==> config.mk <==
export PLATFORM = sky130hd
export DESIGN_NAME = mar_ram_ctrl
export DESIGN_NICKNAME = d
export VERILOG_FILES = /design/src/rtl/mar_ram_pkg.sv /design/src/rtl/mar_ram_mem.sv /design/src/rtl/mar_ram_ctrl.sv
export SDC_FILE = /design/constraint.sdc
export NUM_CORES = 1
export LEC_CHECK = 0
export CAP_MARGIN = 20
export CORE_MARGIN = 10
export CORE_UTILIZATION = 68
export CTS_BUF_LIST = sky130_fd_sc_hd__clkbuf_4
export DETAILED_ROUTE_END_ITERATION = 7
export DONT_BUFFER_PORTS = 1
export PLACE_DENSITY = 0.85
export SLEW_MARGIN = 20
export SYNTH_ARGS = -nofsm -noshare
export SYNTH_HDL_FRONTEND = slang
export SYNTH_SLANG_ARGS = --single-unit
==> constraint.sdc <==
create_clock -name CLK -period 5.05 [get_ports CLK]
set_input_delay 0.7575 -clock CLK [delete_from_list [all_inputs] [get_ports CLK]]
set_output_delay 0.7575 -clock CLK [all_outputs]
set_load 0.02 [all_outputs]
==> src/rtl/mar_ram_pkg.sv <==
// mar_ram_pkg: shared state encoding, default widths and parity helper for the MAR/RAM controller.
package mar_ram_pkg;
  localparam int DEF_ADDR_W = 4;
  localparam int DEF_DATA_W = 8;
  localparam int DEF_DEPTH  = 16;
  typedef enum logic [1:0] {
    ST_IDLE  = 2'd0,
    ST_READ  = 2'd1,
    ST_WRITE = 2'd2,
    ST_PROG  = 2'd3
  } state_t;
  function automatic logic even_par(input logic [63:0] d);
    return ^d;
  endfunction
endpackage

==> src/rtl/mar_ram_mem.sv <==
// mar_ram_mem: single-port synchronous RAM with registered read; contents are never reset.
module mar_ram_mem #(
  parameter int DW     = 8,
  parameter int ADDR_W = 4,
  parameter int DEPTH  = 16
) (
  input  logic              clk,
  input  logic              we,
  input  logic              re,
  input  logic [ADDR_W-1:0] addr,
  input  logic [DW-1:0]     wdata,
  output logic [DW-1:0]     rdata
);
  logic [DW-1:0] mem [DEPTH];
  always_ff @(posedge clk) begin
    if (we) mem[addr] <= wdata;
    else if (re) rdata <= mem[addr];
  end
endmodule

==> src/rtl/mar_ram_ctrl.sv <==
// mar_ram_ctrl: MAR + internal RAM + control FSM (IDLE/READ/WRITE/PROG) with sticky error.
// Define MAR_PARITY_EN to store and check an even-parity bit per RAM word.
module mar_ram_ctrl
  import mar_ram_pkg::*;
#(
  parameter int ADDR_W = DEF_ADDR_W,
  parameter int DATA_W = DEF_DATA_W,
  parameter int DEPTH  = DEF_DEPTH
) (
  input  logic              CLK,
  input  logic              RESET,
  input  logic              MI,
  input  logic              RI,
  input  logic              RO,
  input  logic              INC,
  input  logic              PRGM,
  input  logic              PRGM_WE,
  input  logic [DATA_W-1:0] PRGM_IN,
  input  logic [DATA_W-1:0] BUS_IN,
  output logic [DATA_W-1:0] BUS_OUT,
  output logic              BUS_OE,
  output logic [ADDR_W-1:0] ADDR,
  output logic              BUSY,
  output logic              ERR
);
`ifdef MAR_PARITY_EN
  localparam int MW = DATA_W + 1;
`else
  localparam int MW = DATA_W;
`endif
  state_t            state, state_n;
  logic [ADDR_W-1:0] mar, mar_n, mar_inc;
  logic              err_q, err_n, we, re, par_err;
  logic [DATA_W-1:0] wd;
  logic [MW-1:0]     mem_wd, rd_q;
`ifdef MAR_PARITY_EN
  assign mem_wd  = {even_par(64'(wd)), wd};
  assign par_err = (state == ST_READ) && (rd_q[DATA_W] != even_par(64'(rd_q[DATA_W-1:0])));
`else
  assign mem_wd  = wd;
  assign par_err = 1'b0;
`endif
  mar_ram_mem #(.DW(MW), .ADDR_W(ADDR_W), .DEPTH(DEPTH)) u_mem (
    .clk(CLK), .we(we), .re(re), .addr(mar), .wdata(mem_wd), .rdata(rd_q)
  );
  assign mar_inc = (mar == ADDR_W'(DEPTH - 1)) ? '0 : mar + ADDR_W'(1);
  always_comb begin
    state_n = state;
    mar_n   = mar;
    err_n   = err_q;
    we      = 1'b0;
    re      = 1'b0;
    wd      = BUS_IN;
    case (state)
      ST_IDLE: begin
        err_n = err_q | ($countones({MI, RI, RO, INC}) > 1);
        if (PRGM) begin
          state_n = ST_PROG;
          mar_n   = '0;
        end else if (RO) begin
          state_n = ST_READ;
          re      = 1'b1;
        end else if (RI) begin
          state_n = ST_WRITE;
          we      = 1'b1;
        end else if (MI) begin
          if (DEPTH < 2**ADDR_W && int'(BUS_IN[ADDR_W-1:0]) >= DEPTH) err_n = 1'b1;
          else mar_n = BUS_IN[ADDR_W-1:0];
        end else if (INC) mar_n = mar_inc;
      end
      ST_READ: begin
        state_n = ST_IDLE;
        err_n   = err_q | par_err;
      end
      ST_WRITE: state_n = ST_IDLE;
      ST_PROG: begin
        wd      = PRGM_IN;
        we      = PRGM_WE;
        mar_n   = PRGM_WE ? mar_inc : mar;
        state_n = PRGM ? ST_PROG : ST_IDLE;
      end
      default: state_n = ST_IDLE;
    endcase
  end
  always_ff @(posedge CLK or posedge RESET) begin
    if (RESET) begin
      state <= ST_IDLE;
      mar   <= '0;
      err_q <= 1'b0;
    end else begin
      state <= state_n;
      mar   <= mar_n;
      err_q <= err_n;
    end
  end
  assign BUS_OE  = state == ST_READ;
  assign BUS_OUT = BUS_OE ? rd_q[DATA_W-1:0] : '0;
  assign BUSY    = state == ST_READ || state == ST_WRITE;
  assign ADDR    = mar;
  assign ERR     = err_q | par_err;
endmodule

# Word level (Yosys, flattened, before mapping)
# Memories as Yosys holds them, arrays and structs flattened. A register that Yosys moved wholly into a read port is not among the register bits.
# Cells that the tools add are included.
totals:
  ff_bits: 7
  latchBits: 0
  ramBits: 128
  mem_bits_ro: 0
  in_bits: 24
  word_cells: 50
  n_memories: 1
classes:
  n_addsub: 4
  mul: 0
  div: 0
  magnitude_cmp: 1
  n_eq_ne: 9
  shifts: 0
  muxes: 24
  bitwise_logic: 2
  n_reduce_logical: 6
memory_table:
  columns: ["memory", "words", "width", "read_ports", "rd_clocked_by_memory_dff", "write_ports", "line_no", "text"]
  rows:
  - ["u_mem.mem", 16, 8, 1, 1, 1, "mar_ram_mem.sv:14", "logic [DW-1:0] mem [DEPTH];"]
ops:
  columns: ["op", "n"]
  rows:
  - ["$mux 4", 7]
  - ["$mux 8", 2]
  - ["$mux 1", 8]
  - ["$mux 2", 4]
  - ["$ne 4x4->1 const B", 2]
  - ["$pmux 4 s2", 1]
  - ["$ne 3x3->1 const B", 2]
  - ["$pmux 2 s3", 1]
  - ["$reduce_and 5->1", 1]
  - ["$add 1x1->2", 2]
  - ["$add 4x1->4 const B", 1]
  - ["$eq 2x2->1 const B", 2]
  - ["$eq 4x4->1 const B", 1]
  - ["$add 2x2->3", 1]
  - ["$gt 3x1->1 const B", 1]
  - ["$eq 2x1->1 const B", 1]
  - ["$logic_not 2->1", 1]
  - ["$ne 2x2->1 const B", 1]
  - ["$pmux 1 s2", 1]
  - ["$reduce_and 2->1", 1]
  - ["$reduce_bool 2->1", 1]
  - ["$reduce_or 2->1", 1]
  - ["$logic_or 1x1->1", 1]
  - ["$not 1->1", 1]
  - ["$or 1x1->1", 1]

# Depth between registers and ports, before layout
depth:
  depth_word: 8
  mapped_depth: 6
  ltp_nobuf: 6

# By module
# Synthesis repeated with hierarchy kept, for this count alone.
unflattened:
  cells_unflattened: 306
  hier_area_um2: 5833.1
modules_own_cells:
  columns: ["module", "n_inst", "cells_per_inst", "area_per_inst_um2", "seq_area_each_um2"]
  rows:
  - ["mar_ram_mem", 1, 231, 5153.7, 4083.9]
  - ["mar_ram_ctrl", 1, 75, 679.4, 175.2]

# Least setup slack after synthesis
# OpenSTA, ideal clock, no wires.
synth_timing:
  kind: "input to register"
  startpoint: "in RO"
  endpoint: "mem u_mem.mem[0][0], enable pin"
  t_arrival_ns: 1.961
  t_required_ns: 4.667
  slack_ns: 2.705
  cell_stages: 4
  cell_sequence: "nand4bb_1 a21oi_1 nand2_1 nor3_1"
synth_via:
  elab_chain_len: 5
synth_lines:
  columns: ["item", "line_no", "text"]
  rows:
  - ["start, declared", "mar_ram_ctrl.sv:14", "input logic RO,"]
  - ["$mux 1", "mar_ram_ctrl.sv:60", "end else if (RO) begin"]
  - ["$mux 1", "mar_ram_ctrl.sv:57", "if (PRGM) begin"]
  - ["$pmux 1 s2", "mar_ram_ctrl.sv:54", "case (state)"]
  - ["$mux 1", "mar_ram_mem.sv:16", "if (we) mem[addr] <= wdata;"]
  - ["$mux 1 (implied by the code)", "mar_ram_mem.sv:16", null]
  - ["end, declared", "mar_ram_mem.sv:14", null]
# Every way passes these cells.

# Worst setup path after layout
layout_timing:
  startpoint: "reg state[0]"
  endpoint: "mem u_mem.mem[6][4], enable pin"
layout_via:
  elab_chain_len: 4
  elab_cells_between_ends: 5
  classes_between: "eq/ne (1); mux (3); reduce/logical (1)"
layout_lines:
  columns: ["item", "line_no", "text"]
  rows:
  - ["start, declared", "mar_ram_ctrl.sv:31", "state_t state, state_n;"]
  - ["start signal, assigned", "mar_ram_ctrl.sv:91", "state <= state_n;"]
  - ["$eq 2x2->1 / $logic_not 2->1 (equally long branches)", "mar_ram_ctrl.sv:54", null]
  - ["$pmux 1 s2 (*)", "mar_ram_ctrl.sv:54", null]
  - ["$mux 1 (*)", "mar_ram_mem.sv:16", null]
  - ["$mux 1 (implied by the code) (*)", "mar_ram_mem.sv:16", null]
# Mark *: on every way between the ends. The rest lies on a longest branch, timed or not.

==> impl_results.md <==
- Synth area leader: edfxtp_1
- Die W: 114 um
- CTS tree: built
- Combinational cell fraction of total power: 0.249
- TritonCTS buffer count: 17
- Net Sw Frac: 0.313
- Routed WL: 11600 um
- Fin. Hold Viols: 0
- CTS Buffer Depth: 2
- Tot GR Track Use: 0.185
- Via/cell ratio: around 6.7
- Min Hold Slack: 47.2 ps
- Die area: 0.0129 sq mm
- Asr flop ratio synth: 0.0490
- Worst-Skew Late Latency: 510 ps
- FMAX: 356 MHz
- TritonRoute pass-1 iters: 5
- Pwr/cell area: 486 mW/mm^2
- Worst-Margin Slew: 966 ps
- Total gr overflow: 0
- Yosys warns: 0
- Layout Nets: 333
- Mapped Area: 0.00596 sq mm
- Row cnt: 34
- Sink Count: 143
- Antenna violations before repair: 0
- Reg2Reg Setup Slack: around 2200 ps
- Slowest stage cell, crit path: nor2_1
- Setup Fix Bufs, Post-CTS: 0
- Post-CTS Resized: 0
- Fin cells: around 420
- RSZ-0062 raised after global routing: no
- Top post-synthesis cells by area: edfxtp_1 (68%), mux4_1 (11%), mux4_2 (5.7%), dfrtp_1 (2.9%), ha_1 (1.5%)
- P_sw: 969 uW
- Vias in the first global route: about 2900
- Crit-path max FO: 15
- Critical path's most frequent cell: nand2_1
- First-pass GRT wire length: 17800 um
- H-tree depth: 4
- Crit Path Category: flop to flop
- Via count: 2836
- Synth cell types: 34
- Static leakage: 0.00206 uW
- Required @ worst endpoint: 5180 ps
- Clk pwr share: 0.248
- Flop pwr share: 0.503
- Reg2Reg Launch Point: state[0]
- Critical path, cell by cell: ha_1, nand2_1, a21oi_1, nand2_1, nor2_1
- FF-to-FF path depth: 5
- Crit-path max cell delay: between 600 and 700 ps
- Drt wl/cell: 27.5 um
- Yosys top cell area share: 0.685
- Yosys reg bits: around 140
- Initial core utilization: 0.691
- Crit share post-route: 0.556
- Most frequent cells in the layout: edfxtp_1 (136), mux4_1 (25), clkbuf_4 (17), mux4_2 (15), nor2_1 (14)
- Syn nets: about 320
- Finish-stage setup viols: 0
- Port-buffer cells: 0
- Pin count of the biggest net entering global routing: 25
- Slew HR: 0.352
- Hold Path Class: input pin to asynchronous set/reset pin
- Critical Path AT: 2940 ps
- FILL cells: 489
- Hold-fix buffer count after cts: 0
- Setup TNS: 0 ps
- Max VDD drop: 0.000342 V
- Tmin final: 2810 ps
- Core Region: approximately 0.0086 sq mm
- Clock Tree Root: clkbuf_4
- Antenna Nets Post-Route: 0
- Register area share after synthesis: 0.714
- # DRC: 0
- Ys flop type: edfxtp_1
- Chip height: 114 um
- Synth Instances: 291
- Post-synth EDFFs: between 100 and 150
- Syn avg cell area: a little over 20 sq um
- Startpoint Class: flop
- Reg clk slew, reported paths: 130 ps
- Dpl cells: 390
- Share of cells above drive strength 1: 0.204
- CP endpoint kind: flop
- Initial DRC Count: 279
- Max_cap viols: 0
- Status: finished clean
- Final Skew: 19.4 ps
- Final-report max-slew violation count: 0
- Internal cell power: roughly 2100 uW
- Area grow syn2layout: 6.78%
- Gpl congestion: 0.843
- Worst Setup SP: state[0]
- Post-DP HPWL: 7700 um
- Most common cell after layout, fill and taps aside: edfxtp_1
- # diodes: 0
- Capture point of the worst reg-to-reg path: u_mem.mem[6][4]
- Num ports: 39
## power by group through the flow
| stage | registers, uW | clock network, uW | logic (uW) |
|---|---|---|---|
| 6_report | 1560 | 768 | 771 |
| 5_1_grt | 1570 | 829 | 828 |
| 4_1_cts | 1560 | 778 | 774 |
| 3_5_place_dp | 1590 | 0 | 770 |
| 3_3_place_gp | 1570 | 0 | 744 |
| 2_1_floorplan | 1500 | 0 | 662 |
## Yosys cell counts (all sizes together) (2+ instances only)
library cell,instances
clkbuf,8
dfrtp,7
o41ai,3
o21ai,6
nand2b,2
nand2,9
a311oi,2
o31ai,2
ha,7
and2,9
nor3,5
edfxtp,136
buf,4
inv,11
nor2b,2
mux4,40
mux2i,2
mux2,7
nor2,14
a21oi,5
## metal layers
metal | global-route usage | vias up | share of wire
li1 | - | 1234 | -
met1 | 0.253 | 1451 | 0.41
met2 | 0.294 | 140 | 0.50
met3 | 0.0514 | 11 | 0.079
met4 | 0.0431 | 0 | 0.0090
met5 | 0 | - | 0
## sequential cells by signal, summed over array words and instances (netlist names)
name	cells
state	2
ERR	1
ADDR	4
u_mem.mem	128
u_mem.rdata	8
## kinds of logic after synthesis
logic type / Yosys count / share of synthesized area
DFF: 143 / 0.714
and+or+nand+nor: 46 / 0.0392
AOI/OAI and AO/OA: 22 / 0.0245
muxes: 49 / 0.183
adders and majority gates: 8 / 0.0180
buffers and inverters: 23 / 0.0208
## worst max path at each step
stage,endpoint,slack (ps)
6_report,u_mem.mem[6][4],2240
2_1_floorplan,u_mem.mem[0][0],2710
4_1_cts,u_mem.mem[7][3],2220
3_3_place_gp,u_mem.mem[3][1],2020
5_1_grt,u_mem.mem[8][4],2020
3_5_place_dp,u_mem.mem[8][7],2280
## metrics by stage
| step | setup slack [ps] | util | power (uW) | area, sq um |
|---|---|---|---|---|
| floorplan | 2710 | - | 2160 | 5960 |
| global placement | 2020 | 0.700 | 2320 | 6040 |
| detailed placement | 2280 | 0.702 | 2360 | 6060 |
| CTS | 2220 | 0.737 | 3110 | 6370 |
| global route | 2020 | 0.737 | 3230 | 6370 |
| finish | 2240 | 0.737 | 3100 | 6370 |
## cell type report
cell class | count | area (sq um) | share of cell area
multi-input combinational | 125 | 1600 | 0.251
tap | 108 | 135 | 0.0212
sequential | 143 | 4260 | 0.669
clock buffer | 17 | 128 | 0.0200
inverter | 11 | 41.3 | 0.00648
clock inverter | 15 | 180 | 0.0283
timing repair buffer | 3 | 22.5 | 0.00354
## worst max-delay path: cells and delay by family (launching register included)
family          cells  cell delay, ps
simple gates        3            1020
fa+ha+maj           1             570
flops               1             420
compound gates      1             430
Note: power is estimated with default switching activity, not from simulation.
